$ cat config.mk
export PLATFORM = sky130hd
export DESIGN_NAME = ram_port_ctrl
export DESIGN_NICKNAME = d
export VERILOG_FILES = /design/src/rtl/ram_port_ctrl.sv
export SDC_FILE = /design/constraint.sdc
export NUM_CORES = 1
export LEC_CHECK = 0
export ABC_AREA = 1
export BUFFER_PORTS_ARGS = -buffer_cell sky130_fd_sc_hd__clkbuf_2
export CORE_ASPECT_RATIO = 0.7
export CORE_MARGIN = 1.5
export CORE_UTILIZATION = 28
export DETAILED_ROUTE_END_ITERATION = 10
export MAX_ROUTING_LAYER = met4
export PLACE_DENSITY = 0.47
export SYNTH_ARGS = -nofsm -noshare
export SYNTH_HDL_FRONTEND = slang
export SYNTH_SLANG_ARGS = --single-unit
$ cat constraint.sdc
create_clock -name clk -period 2.1 [get_ports clk]
set_input_delay 0 -clock clk [delete_from_list [all_inputs] [get_ports clk]]
set_output_delay 0 -clock clk [all_outputs]
set_load 0.01 [all_outputs]
$ cat src/rtl/ram_port_ctrl.sv
// Host-side controller for a single-port RAM: valid/ready request port, registered RAM drive,
// registered read response. An optional post-reset sweep writes INIT_VALUE to every location.
module ram_port_ctrl #(
    parameter int                    ADDR_WIDTH     = 4,
    parameter int                    DATA_WIDTH     = 8,
    parameter bit                    CLEAR_ON_RESET = 1'b1,
    parameter logic [DATA_WIDTH-1:0] INIT_VALUE     = '0
) (
    input  logic                  clk,
    input  logic                  rst_n,
    input  logic                  req_valid,
    output logic                  req_ready,
    input  logic                  req_we,
    input  logic [ADDR_WIDTH-1:0] req_addr,
    input  logic [DATA_WIDTH-1:0] req_wdata,
    output logic                  rsp_valid,
    input  logic                  rsp_ready,
    output logic [DATA_WIDTH-1:0] rsp_rdata,
    output logic                  init_done,
    output logic                  mem_we,
    output logic [ADDR_WIDTH-1:0] mem_addr,
    output logic [DATA_WIDTH-1:0] mem_din,
    input  logic [DATA_WIDTH-1:0] mem_dout
);

    typedef enum logic [2:0] {
        S_CLEAR,
        S_IDLE,
        S_WRITE,
        S_READ,
        S_RESP
    } state_t;

    localparam state_t                RST_STATE = CLEAR_ON_RESET ? S_CLEAR : S_IDLE;
    localparam logic [ADDR_WIDTH-1:0] LAST_ADDR = '1;
    localparam logic [ADDR_WIDTH-1:0] ADDR_ONE  = {{(ADDR_WIDTH-1){1'b0}}, 1'b1};

    state_t                state, state_nx;
    logic                  req_ready_nx;
    logic                  rsp_valid_nx;
    logic [DATA_WIDTH-1:0] rsp_rdata_nx;
    logic                  init_done_nx;
    logic                  mem_we_nx;
    logic [ADDR_WIDTH-1:0] mem_addr_nx;
    logic [DATA_WIDTH-1:0] mem_din_nx;

    always_comb begin
        state_nx     = state;
        req_ready_nx = req_ready;
        rsp_valid_nx = rsp_valid;
        rsp_rdata_nx = rsp_rdata;
        init_done_nx = init_done;
        mem_we_nx    = mem_we;
        mem_addr_nx  = mem_addr;
        mem_din_nx   = mem_din;

        case (state)
            S_CLEAR: begin
                // mem_we low in CLEAR means the sweep has not started yet
                if (!mem_we) begin
                    mem_we_nx   = 1'b1;
                    mem_addr_nx = '0;
                    mem_din_nx  = INIT_VALUE;
                end else if (mem_addr == LAST_ADDR) begin
                    mem_we_nx    = 1'b0;
                    init_done_nx = 1'b1;
                    req_ready_nx = 1'b1;
                    state_nx     = S_IDLE;
                end else begin
                    mem_addr_nx = mem_addr + ADDR_ONE;
                end
            end

            S_IDLE: begin
                mem_we_nx = 1'b0;
                // Only reachable with req_ready low straight out of reset when the sweep is disabled
                if (!req_ready) begin
                    req_ready_nx = 1'b1;
                    init_done_nx = 1'b1;
                end else if (req_valid) begin
                    req_ready_nx = 1'b0;
                    mem_addr_nx  = req_addr;
                    if (req_we) begin
                        mem_we_nx  = 1'b1;
                        mem_din_nx = req_wdata;
                        state_nx   = S_WRITE;
                    end else begin
                        state_nx   = S_READ;
                    end
                end
            end

            S_WRITE: begin
                mem_we_nx    = 1'b0;
                req_ready_nx = 1'b1;
                state_nx     = S_IDLE;
            end

            S_READ: begin
                rsp_rdata_nx = mem_dout;
                rsp_valid_nx = 1'b1;
                state_nx     = S_RESP;
            end

            S_RESP: begin
                if (rsp_ready) begin
                    rsp_valid_nx = 1'b0;
                    req_ready_nx = 1'b1;
                    state_nx     = S_IDLE;
                end
            end

            default: begin
                state_nx = RST_STATE;
            end
        endcase
    end

    always_ff @(posedge clk or negedge rst_n) begin
        if (!rst_n) begin
            state     <= RST_STATE;
            req_ready <= 1'b0;
            rsp_valid <= 1'b0;
            rsp_rdata <= '0;
            init_done <= 1'b0;
            mem_we    <= 1'b0;
            mem_addr  <= '0;
            mem_din   <= '0;
        end else begin
            state     <= state_nx;
            req_ready <= req_ready_nx;
            rsp_valid <= rsp_valid_nx;
            rsp_rdata <= rsp_rdata_nx;
            init_done <= init_done_nx;
            mem_we    <= mem_we_nx;
            mem_addr  <= mem_addr_nx;
            mem_din   <= mem_din_nx;
        end
    end

endmodule
Word-level counts from Yosys, hierarchy flattened
Index checks and enable logic that the tools add are counted.

storage, ports and cells
  register bits = 27
  latch bits = 0
  RAM bits = 0
  ROM bits = 0
  input port bits = 25
  output and inout bits = 24
  word-level logic and storage cells = 67
  memories kept = 0

operators by class
  add/subtract/negate cells = 1
  $mul = 0
  divide/modulo/power cells = 0
  magnitude comparators = 0
  eq/ne operators = 14
  shift operators = 0
  multiplexer cells = 33
  bitwise operators = 0
  reductions and logical operators = 11

operator list
  operator                                             number
  two-way mux 8 bit                                    4
  two-way mux 4 bit                                    4
  inequality test 2 bit, second input constant         8
  one-hot mux 8 bit (2 select lines)                   1
  two-way mux 3 bit                                    5
  one-hot mux 3 bit (5 select lines)                   1
  two-way mux 1 bit                                    13
  AND reduction 4 bit                                  3
  AND reduction 5 bit                                  2
  one-hot mux 4 bit (2 select lines)                   1
  equality test 3 x 2 -> 1 bit, second input constant  2
  adder 4 x 1 -> 4 bit, second input constant          1
  equality test 4 bit, second input constant           1
  one-hot mux 1 bit (2 select lines)                   2
  one-hot mux 1 bit (4 select lines)                   1
  nonzero test 2 bit                                   2
  nonzero test 4 bit                                   1
  equality test 3 x 1 -> 1 bit, second input constant  1
  equality test 3 bit, second input constant           1
  logical NOT 3 bit                                    1
  inequality test 3 bit, second input constant         1
  one-hot mux 1 bit (3 select lines)                   1
  nonzero test 3 bit                                   1
  AND reduction 2 bit                                  1

Depth between registers and ports, before layout
Gate-level depths: netlist (run 1).

  word-level depth = 4
  depth in mapped cells = 8
  depth with buffers taken out = 7

Least setup slack after synthesis (run 1)
OpenSTA, ideal clock, no wires.

  path type = reg2reg
  start = register mem_addr[0]
  end = register mem_addr[2]
  setup time = 0.117 ns
  arrival = 1.128 ns
  data required time = 1.983 ns
  slack = 0.856 ns
  cell stages (with the launch flop) = 7
  path buffers = 0
  period minus slack after synthesis = 1.244 ns
  cells stage by stage = dfrtp_1 ha_1 nand4_1 nand2_2 nand2_1 nand2_1 nand2_1

on the way
  longest elaborated chain between the ends = 4
  elaborated cells between the ends (all ways) = 7
  those cells by class = add/sub (1); eq/ne (2); mux (3); reduce/logical (1)

RTL lines
  item                                line  source
  start, declared                     21    output logic [ADDR_WIDTH-1:0] mem_addr,
  start signal, assigned              136   mem_addr <= mem_addr_nx;
  adder 4 x 1 -> 4 bit                70    mem_addr_nx = mem_addr + ADDR_ONE;
  two-way mux 4 bit                   64    end else if (mem_addr == LAST_ADDR) begin
  two-way mux 4 bit                   60    if (!mem_we) begin
  one-hot mux 4 bit (2 select lines)  57    case (state)

Parallel ways exist; a longest one is shown, timed or not. The select of a mux whose other input is x is not followed.
A chain may end at the register's enable or synchronous reset.

Final worst setup path (run 1)
  start = register state[2]
  end = register mem_din[6]

on the way
  longest elaborated chain between the ends = 3
  elaborated cells between the ends (all ways) = 9
  those cells by class = eq/ne (5); mux (1); reduce/logical (3)

RTL lines
  item                                                                          line  source
  start, declared                                                               38    state_t state, state_nx;
  start signal, assigned                                                        130   state <= state_nx;
  equality test 3 x 1 -> 1 bit / logical NOT 3 bit (equally long branches)      57
  inequality test 2 bit (no line) / nonzero test 2 bit (equally long branches)  -
  AND reduction 5 bit (no line)                                                 -
  end signal, assigned                                                          137   mem_din <= mem_din_nx;
  end, declared                                                                 22    output logic [DATA_WIDTH-1:0] mem_din,

Parallel ways exist; a longest one is shown, timed or not.

==> results of run 1 <==
-- area by class of cell --
class,count,area (um^2),area share
sequential,27,676,0.380
multi-input combinational,128,604,0.340
timing repair buffer,57,330,0.186
tap,55,68.8,0.0387
inverter,14,53.8,0.0303
clock buffer,4,45.0,0.0253
-- critical path, stage by stage (launching register included) --
cell     delay (ps)
dfrtp_1         440
inv_2           220
nand2_1         150
a21oi_4         280
nand2_4         130
nand2_1          80
nand2_1          40
-- registers in the layout, summed over array words and instances (netlist names) --
name / cells
mem_din: 8
rsp_rdata: 8
mem_addr: 4
state: 3
init_done: 1
mem_we: 1
req_ready: 1
rsp_valid: 1
-- logic make-up after synthesis --
logic type	share of synthesized area
xor gates and xnor gates	0.00643
adders and majority gates	0.00919
AOI/OAI and AO/OA	0.0395
buffers and inverters	0.0597
DFF	0.496
and+or+nand+nor	0.389
-- stage by stage --
stage | instance area, um^2 | instances | setup WS (ps) | hold WS, ps
5_1_grt | 1780 | 285 | 524 | 23.4
4_1_cts | 1780 | 285 | 648 | 13.1
3_5_place_dp | 1640 | 272 | 655 | 89.0
6_report | 1780 | 285 | 662 | 21.0
2_1_floorplan | 1360 | 172 | 856 | -296
3_3_place_gp | 1640 | 272 | 624 | 91.4
-- layer usage --
| layer | routed length (um) | up-vias |
|---|---|---|
| met2 | 1480 | 23 |
| met3 | 174 | 0 |
| met4 | 0 | 0 |
| met5 | 0 | - |
| li1 | - | 666 |
| met1 | 1720 | 580 |
-- worst max-delay path by stage --
stage	from	endpoint	slack (ps)	depth (start not counted)
2_1_floorplan	mem_addr[0]	mem_addr[2]	860	6
3_3_place_gp	state[2]	mem_din[1]	620	6
3_5_place_dp	state[2]	mem_din[2]	660	6
4_1_cts	state[2]	mem_din[2]	650	6
5_1_grt	state[2]	mem_din[4]	520	6
6_report	state[2]	mem_din[6]	660	6
-- power breakdown --
part	leakage [nW]	internal, mW	switching [mW]
registers	0.336	0.717	0.174
logic	0.652	0.418	0.708
clock network	0.0228	0.136	0.166
-- layout by cell type (no fill, tap or decap), drive strengths merged --
cell / instances
nand3: 17
nor3: 1
ha: 1
inv: 13
clkbuf: 52
nand4: 3
nor2: 4
xnor2: 1
nand2: 84
o21ai: 5
clkinv: 1
a21oi: 2
dlygate4sd3: 9
dfrtp: 27
a21boi: 1
nand3b: 9
==> metrics.csv, run 1 <==
stage,metric,value,unit
worst_hold_path,whs_path_depth,4,
cts,clock_path_buffers,2,
worst_setup_path,r2r_start,state[2],
global_route,gr-usage-all-layers,0.136,
worst_setup_path,setup.worst_path.start_class,flip-flop,
route,drtIter0Drc,62,
final_layout,syn_to_final_growth,30.6,%
timing,slew_viol_final,0,
pwr,ir_drop,0.388,mV
synth,synth_top_area_frac,0.496,
route,dr.pass1.iters,5,
worst_hold_path,hold_end,mem_din[6],
route,wirelength,3.37,mm
floorplan,die_area,5300,um^2
cts,cts_setup_buffers,0,
global_route,top_usage_layer,met2,
synth,synth_most_common_cell,nand2_1,
timing,hold_viol_final,0,
floorplan,fp.dieH,61.3,um
flow_run,max_cap_violations,0,
cts,clk_latency,270,ps
synth,synth_flop_cell,dfrtp_1,
global_route,grt_pass1_vias,1128,
floorplan,die_w,86.3,um
place,place_congestion,0.744,
cts,cts_made_buffers,3,
worst_setup_path,critPathArrivalTime,1610,ps
final_layout,nNetsFinal,257,
timing,finalCritPeriodShare,0.685,
cts,cts_root_buf,clkbuf_8,
route,via_count,1269,
synth,ys_types,22,
synth,synth_edf_count,0,
pwr,fin_total_pwr,2.32,mW
final_layout,nFillCells,498,
timing,tns,0,ps
run_status,status,finished clean,
final_layout,drive_gt1_frac,0.278,
cts,cts.sinks,27,
final_layout,diodes,0,
worst_setup_path,critical_path_required,2280,ps
timing,period_needed,1440,ps
worst_setup_path,critPathCaptureType,flip-flop,
global_route,grt_pass1_wl,5.34,mm
global_route,gr-usage-met2,0.212,
floorplan,io_pins,49,
timing,worst_pin_slew,708,ps
pwr,powerDensity,1300,nW/um^2
route,vias_per_cell,4.45,
final_layout,final_core_util,0.395,
synth,synth_warnings,0,
global_route,grt_max_degree,28,
pwr,p_leak,1.01,nW
synth,yosysSeqAreaShare,0.496,
synth,yosysTopAreaCell,dfrtp_1,
worst_setup_path,worstSetupPathType,reg -> reg,
route,ant_nets,0,
worst_setup_path,r2r_cells,6,
place,io_buffers,48,
timing,skew,0.975,ps
floorplan,rows,20,
timing,finalSetupViolCount,0,
global_route,antenna_found_initial,0,
cts,htreeDepth,1,
worst_setup_path,rrSetupSlack,660,ps
worst_setup_path,crit_fanout,14,
synth,synth-async-reset-ratio,1.00,
floorplan,start_util,0.302,
route,wl_per_cell,11.8,um
place,place_hpwl,2.45,mm
cts,cts-hold-fix-buffers,9,
timing,rsz0062_at_grt,false,
synth,syn_nets,198,
worst_hold_path,holdCritStartpoint,req_wdata[6],
timing,maxSlewHeadroom,0.528,
timing,fmax,695,MHz
worst_hold_path,min_path_type,in -> reg,
cts,clk_pin_slew,90,ps
cts,tritoncts,done,
synth,syn_inst,172,
floorplan,coreArea,4500,um^2
synth,avgSynthCellArea,7.91,um^2
cts,cts_resized,0,
synth,synth_seq_cells,27,
route,drc_errors,0,
synth,synthTopCellsByCount,"nand2_1 (79), dfrtp_1 (27), nand3_1 (17)",
worst_setup_path,r2r_end,mem_din[6],
global_route,gr-usage-met3,0.0429,
global_route,use_met1,0.178,
global_route,grt_overflow_total,0,
synth,syn-cell-area,1360,um^2
synth,synthTopCellsByArea,"dfrtp_1 (50%), nand2_1 (22%), nand3_1 (6.3%), nand3b_1 (5.0%), inv_1 (2.5%)",
Note: power is estimated with default switching activity, not from simulation.
==> inputs of run 2 (changes only) <==
==> constraint.sdc (replaced) <==
create_clock -name clk -period 1.5 [get_ports clk]
set_input_delay 0 -clock clk [delete_from_list [all_inputs] [get_ports clk]]
set_output_delay 0 -clock clk [all_outputs]
set_load 0.01 [all_outputs]
==> run 2 against run 1 <==
Maximum frequency up 4.5%. Design area rose by 1.3%. Die area unchanged. Critical path type unchanged. Clock-buffer cell count is the same. Sequential share of layout area decreased by 0.43 points. Sequential power up 39%. Clock power up 35%. Register-to-register slack got worse by 540 ps. Largest power group unchanged. Highest routed layer is now met4.
==> metrics.csv, run 2 (synthesis gave the netlist of run 1 again) <==
stage,metric,value,unit
run_status,status,finished clean,
final_layout,final_core_util,0.400,
final_layout,diodes,0,
pwr,powerDensity,1830,nW/um^2
route,drc_errors,0,
pwr,p_leak,1.02,nW
worst_setup_path,setup.worst_path.start_class,flip-flop,
cts,cts_made_buffers,3,
timing,skew,3.47,ps
cts,clk_pin_slew,90,ps
place,io_buffers,48,
worst_setup_path,r2r_cells,6,
cts,htreeDepth,1,
worst_setup_path,rrSetupSlack,120,ps
timing,period_needed,1380,ps
flow_run,max_cap_violations,0,
final_layout,final-instance-count-excl-fill,288,
timing,slew_viol_final,0,
final_layout,nNetsFinal,260,
place,place_congestion,0.813,
final_layout,top_regs,"mem_din (8), rsp_rdata (8), mem_addr (4)",
global_route,use_met1,0.186,
global_route,grt_pass1_wl,5.43,mm
final_layout,syn_to_final_growth,32.4,%
place,place_hpwl,2.41,mm
worst_setup_path,r2r_start,state[0],
final_layout,multi_input_area,604,um^2
route,via_count,1259,
worst_hold_path,hold_end,mem_din[6],
worst_hold_path,min_path_type,in -> reg,
worst_hold_path,holdCritStartpoint,req_wdata[6],
global_route,gr-usage-met3,0.0389,
floorplan,rows,20,
route,wl_per_cell,11.6,um
route,wirelength,3.35,mm
global_route,grt_max_degree,28,
timing,finalCritPeriodShare,0.917,
floorplan,io_pins,49,
global_route,gr-usage-all-layers,0.137,
floorplan,fp.dieH,61.3,um
worst_hold_path,whs_path_depth,4,
worst_setup_path,critPathCaptureType,flip-flop,
worst_setup_path,worstSetupPathType,reg -> reg,
timing,maxSlewHeadroom,0.538,
worst_setup_path,critPathArrivalTime,1540,ps
global_route,grt_pass1_vias,1162,
timing,hold_slack,23.5,ps
timing,tns,0,ps
floorplan,die_area,5300,um^2
global_route,top_usage_layer,met2,
global_route,grt_overflow_total,0,
worst_setup_path,crit_fanout,15,
timing,worst_pin_slew,693,ps
timing,fmax,727,MHz
global_route,antenna_found_initial,0,
worst_setup_path,critical_path_required,1670,ps
final_layout,drive_gt1_frac,0.292,
timing,hold_viol_final,0,
pwr,ir_drop,0.524,mV
cts,cts.sinks,27,
floorplan,coreArea,4500,um^2
global_route,gr-usage-met2,0.208,
cts,cts_root_buf,clkbuf_8,
floorplan,die_w,86.3,um
final_layout,final_common_cell,nand2_1,
cts,clock_path_buffers,2,
final_layout,ff_latch_area,677,um^2
place,dp_cells,274,
final_layout,nFillCells,482,
route,drtIter0Drc,55,
pwr,fin_total_pwr,3.30,mW
route,vias_per_cell,4.37,
timing,rsz0062_at_grt,false,
route,ant_nets,0,
route,dr.pass1.iters,4,
cts,tritoncts,done,
cts,clk_latency,270,ps
floorplan,start_util,0.302,
worst_setup_path,r2r_end,mem_addr[1],
timing,finalSetupViolCount,0,
final_layout,mostFrequentLayoutCells,"nand2_1 (79), clkbuf_2 (48), dfrtp_1 (26), nand3_1 (17)",
## run 2: metal layers
metal	vias up	part of all wire
li1	667	-
met1	551	0.52
met2	37	0.42
met3	4	0.055
met4	0	0.0087
met5	-	0
## run 2: cell type report
type	instances	area share
clock buffers	4	0.0250
inverters	14	0.0299
well taps	55	0.0382
multi-input cells	128	0.335
repair buffers	60	0.196
flip-flops and latches	27	0.376
## run 2: what timing repair did
action,4_1_cts,5_1_grt
endpoints found under the setup margin,0,4
resized for setup,0,1
endpoints found under the hold margin,35,0
buffers inserted,0,1
hold buffers,9,0
## run 2: how the worst max path moves through the flow
stage                     start          end  slack, ps  cells past startpoint
finish                 state[0]  mem_addr[1]        120                      6
CTS                 mem_addr[1]  mem_addr[1]        100                      6
global route           state[0]  mem_addr[1]         20                      6
detailed placement  mem_addr[1]  mem_addr[1]        120                      6
floorplan           mem_addr[0]  mem_addr[2]        260                      6
global placement    mem_addr[1]  mem_addr[3]        110                      6
## run 2: worst max-delay path: stages, from the launching register on
cell      delay, ps
dfrtp_1         490
nand2_2         130
clkinv_2        190
nand2_2         190
nand2_1         130
nand2_1         100
nand2_1          50
## run 2: per-stage QoR
stage / cell area, um^2 / worst slack (ps)
final: 1800 / 125
after global routing: 1800 / 21.1
after CTS: 1790 / 102
after detailed placement: 1660 / 116
after global placement: 1660 / 113
after floorplan: 1360 / 256
## run 2: power breakdown
group	leakage, nW	internal (mW)	switching, mW
Combinational	0.666	0.626	1.03
Sequential	0.334	1.01	0.232
Clock	0.0228	0.190	0.219
Total	1.02	1.82	1.48
==> inputs of run 3 (changes only) <==
==> constraint.sdc (replaced) <==
create_clock -name clk -period 1.55 [get_ports clk]
set_input_delay 0 -clock clk [delete_from_list [all_inputs] [get_ports clk]]
set_output_delay 0 -clock clk [all_outputs]
set_load 0.01 [all_outputs]
==> run 3 against run 2 <==
Critical path depth is the same. Combinational power shrank 5%. Sequential share of layout area grew 0.088 points. Register-to-register slack gained 70 ps. Largest cell class unchanged. Largest power group unchanged.
==> metrics.csv, run 3 (synthesis gave the netlist of run 1 again) <==
stage,metric,value,unit
global_route,antenna_found_initial,0,
pwr,switching_power,1.44,mW
worst_setup_path,crit_chain,"nand2_2, clkinv_2, nand2_2, nand2_1, nand2_1, nand2_1",
final_layout,final-instance-count-excl-fill,287,
pwr,ir_drop,0.657,mV
route,wirelength,3.36,mm
timing,fin_ws,197,ps
final_layout,final_common_cell,nand2_1,
route,via_count,1276,
cts,cts_root_buf,clkbuf_8,
cts,clock_path_buffers,2,
place,place_hpwl,2.44,mm
run_status,status,finished clean,
final_layout,design_area,1790,um^2
route,drc_errors,0,
final_layout,top_regs,"mem_din (8), rsp_rdata (8), mem_addr (4)",
final_layout,diodes,0,
pwr,seqPwrFrac,0.379,
floorplan,coreArea,4500,um^2
pwr,p_comb_frac,0.495,
cts,tritoncts,done,
worst_hold_path,min_path_type,in -> reg,
floorplan,rows,20,
worst_setup_path,crit_start,state[0],
final_layout,syn_to_final_growth,31.8,%
timing,slew_viol_final,0,
timing,fmax,739,MHz
route,dr.pass1.iters,5,
floorplan,fp.dieH,61.3,um
worst_setup_path,max_stage_delay,500,ps
final_layout,mostFrequentLayoutCells,"nand2_1 (79), clkbuf_2 (48), dfrtp_1 (27), nand3_1 (17)",
global_route,grt_pass1_wl,5.30,mm
worst_setup_path,critical_path_required,1730,ps
global_route,grt_pass1_vias,1114,
place,post-place-ws,197,ps
timing,period_needed,1350,ps
flow_run,max_cap_violations,0,
floorplan,io_pins,49,
cts,clk_latency,270,ps
timing,worst_pin_slew,713,ps
worst_setup_path,crit_slowest_cell,dfrtp_1,
route,ant_nets,0,
route,wl_per_cell,11.7,um
worst_setup_path,setup.worst_path.start_class,flip-flop,
worst_setup_path,critPathArrivalTime,1530,ps
cts,cts-hold-fix-buffers,9,
cts,htreeDepth,1,
place,dp_cells,274,
pwr,p_int,1.74,mW
final_layout,drive_gt1_frac,0.289,
worst_setup_path,cp_common_cell,nand2_1,
worst_hold_path,holdCritStartpoint,req_wdata[6],
cts,clk_pin_slew,90,ps
timing,finalCritPeriodShare,0.873,
floorplan,die_w,86.3,um
pwr,p_clk_frac,0.127,
place,io_buffers,48,
global_route,grt_overflow_total,0,
timing,hold_viol_final,0,
worst_setup_path,r2r_start,state[0],
cts,cts_made_buffers,3,
worst_setup_path,crit_fanout,15,
cts,cts_setup_buffers,0,
timing,maxSlewHeadroom,0.525,
place,place_area,1660,um^2
pwr,switching_share,0.453,
cts,cts_resized,0,
route,vias_per_cell,4.45,
global_route,gr-usage-all-layers,0.136,
timing,finalSetupViolCount,0,
route,drtIter0Drc,61,
floorplan,die_area,5300,um^2
final_layout,nNetsFinal,259,
worst_setup_path,critPathCaptureType,flip-flop,
floorplan,start_util,0.302,
worst_setup_path,worstSetupPathType,reg -> reg,
pwr,p_leak,1.02,nW
place,place_congestion,0.730,
timing,tns,0,ps
timing,rsz0062_at_grt,false,
global_route,grt_max_degree,28,
pwr,powerDensity,1770,nW/um^2
timing,skew,2.50,ps
cts,cts.sinks,27,
## run 3: cell types whose count changed in the layout (fill, tap and decap cells not counted)
cell | previous run | this run
dfrtp_2 | 1 | 0
clkbuf_1 | 1 | 0
dfrtp_1 | 26 | 27
clkinv_2 | 1 | 2
buf_4 | 3 | 2
## run 3: layer usage
layer | global-route usage | routed length [um] | vias up
li1 | - | - | 666
met1 | 0.195 | 1750 | 571
met2 | 0.191 | 1340 | 37
met3 | 0.0402 | 264 | 2
met4 | 0.0207 | 11 | 0
met5 | - | 0 | -
## run 3: worst paths after layout
kind / endpoint / slack (ps) / cells past startpoint
max in group asynchronous: mem_din[4] / 800 / 2
min in group asynchronous: mem_addr[2] / 290 / 2
worst max-delay path: mem_addr[2] / 200 / 6
worst max register to register: mem_addr[2] / 200 / 6
worst min register to register: rsp_rdata[1] / 480 / 2
worst min-delay path: mem_din[6] / 20 / 4
## run 3: metrics by stage
step           hold WS (ps)   util  power (mW)
6_report               17.6  0.398        3.18
5_1_grt                22.1  0.398        3.49
4_1_cts                15.9  0.398        3.22
3_5_place_dp           97.8  0.368        2.78
3_3_place_gp           99.4  0.368        2.82
2_1_floorplan          -296      -        2.28
## run 3: worst max-delay path, delay by kind of cell, from the launching register on
family        cells  cell delay, ps
flops             1             500
buf+inv           1             180
simple gates      5             570
## run 3: cell type report
cell class,instances,area [um^2]
Clock buffer,3,41.3
Clock inverter,1,5.00
Fill cell,485,2710
Inverter,14,53.8
Multi-Input combinational cell,128,604
Sequential cell,27,676
Tap cell,55,68.8
Timing Repair Buffer,59,345
## run 3: power groups by stage
stage / Sequential (mW) / Combinational, mW / Clock [mW]
2_1_floorplan: 1.27 / 1.00 / 0
3_3_place_gp: 1.22 / 1.60 / 0
3_5_place_dp: 1.21 / 1.57 / 0
4_1_cts: 1.20 / 1.59 / 0.424
5_1_grt: 1.24 / 1.79 / 0.454
6_report: 1.20 / 1.57 / 0.403
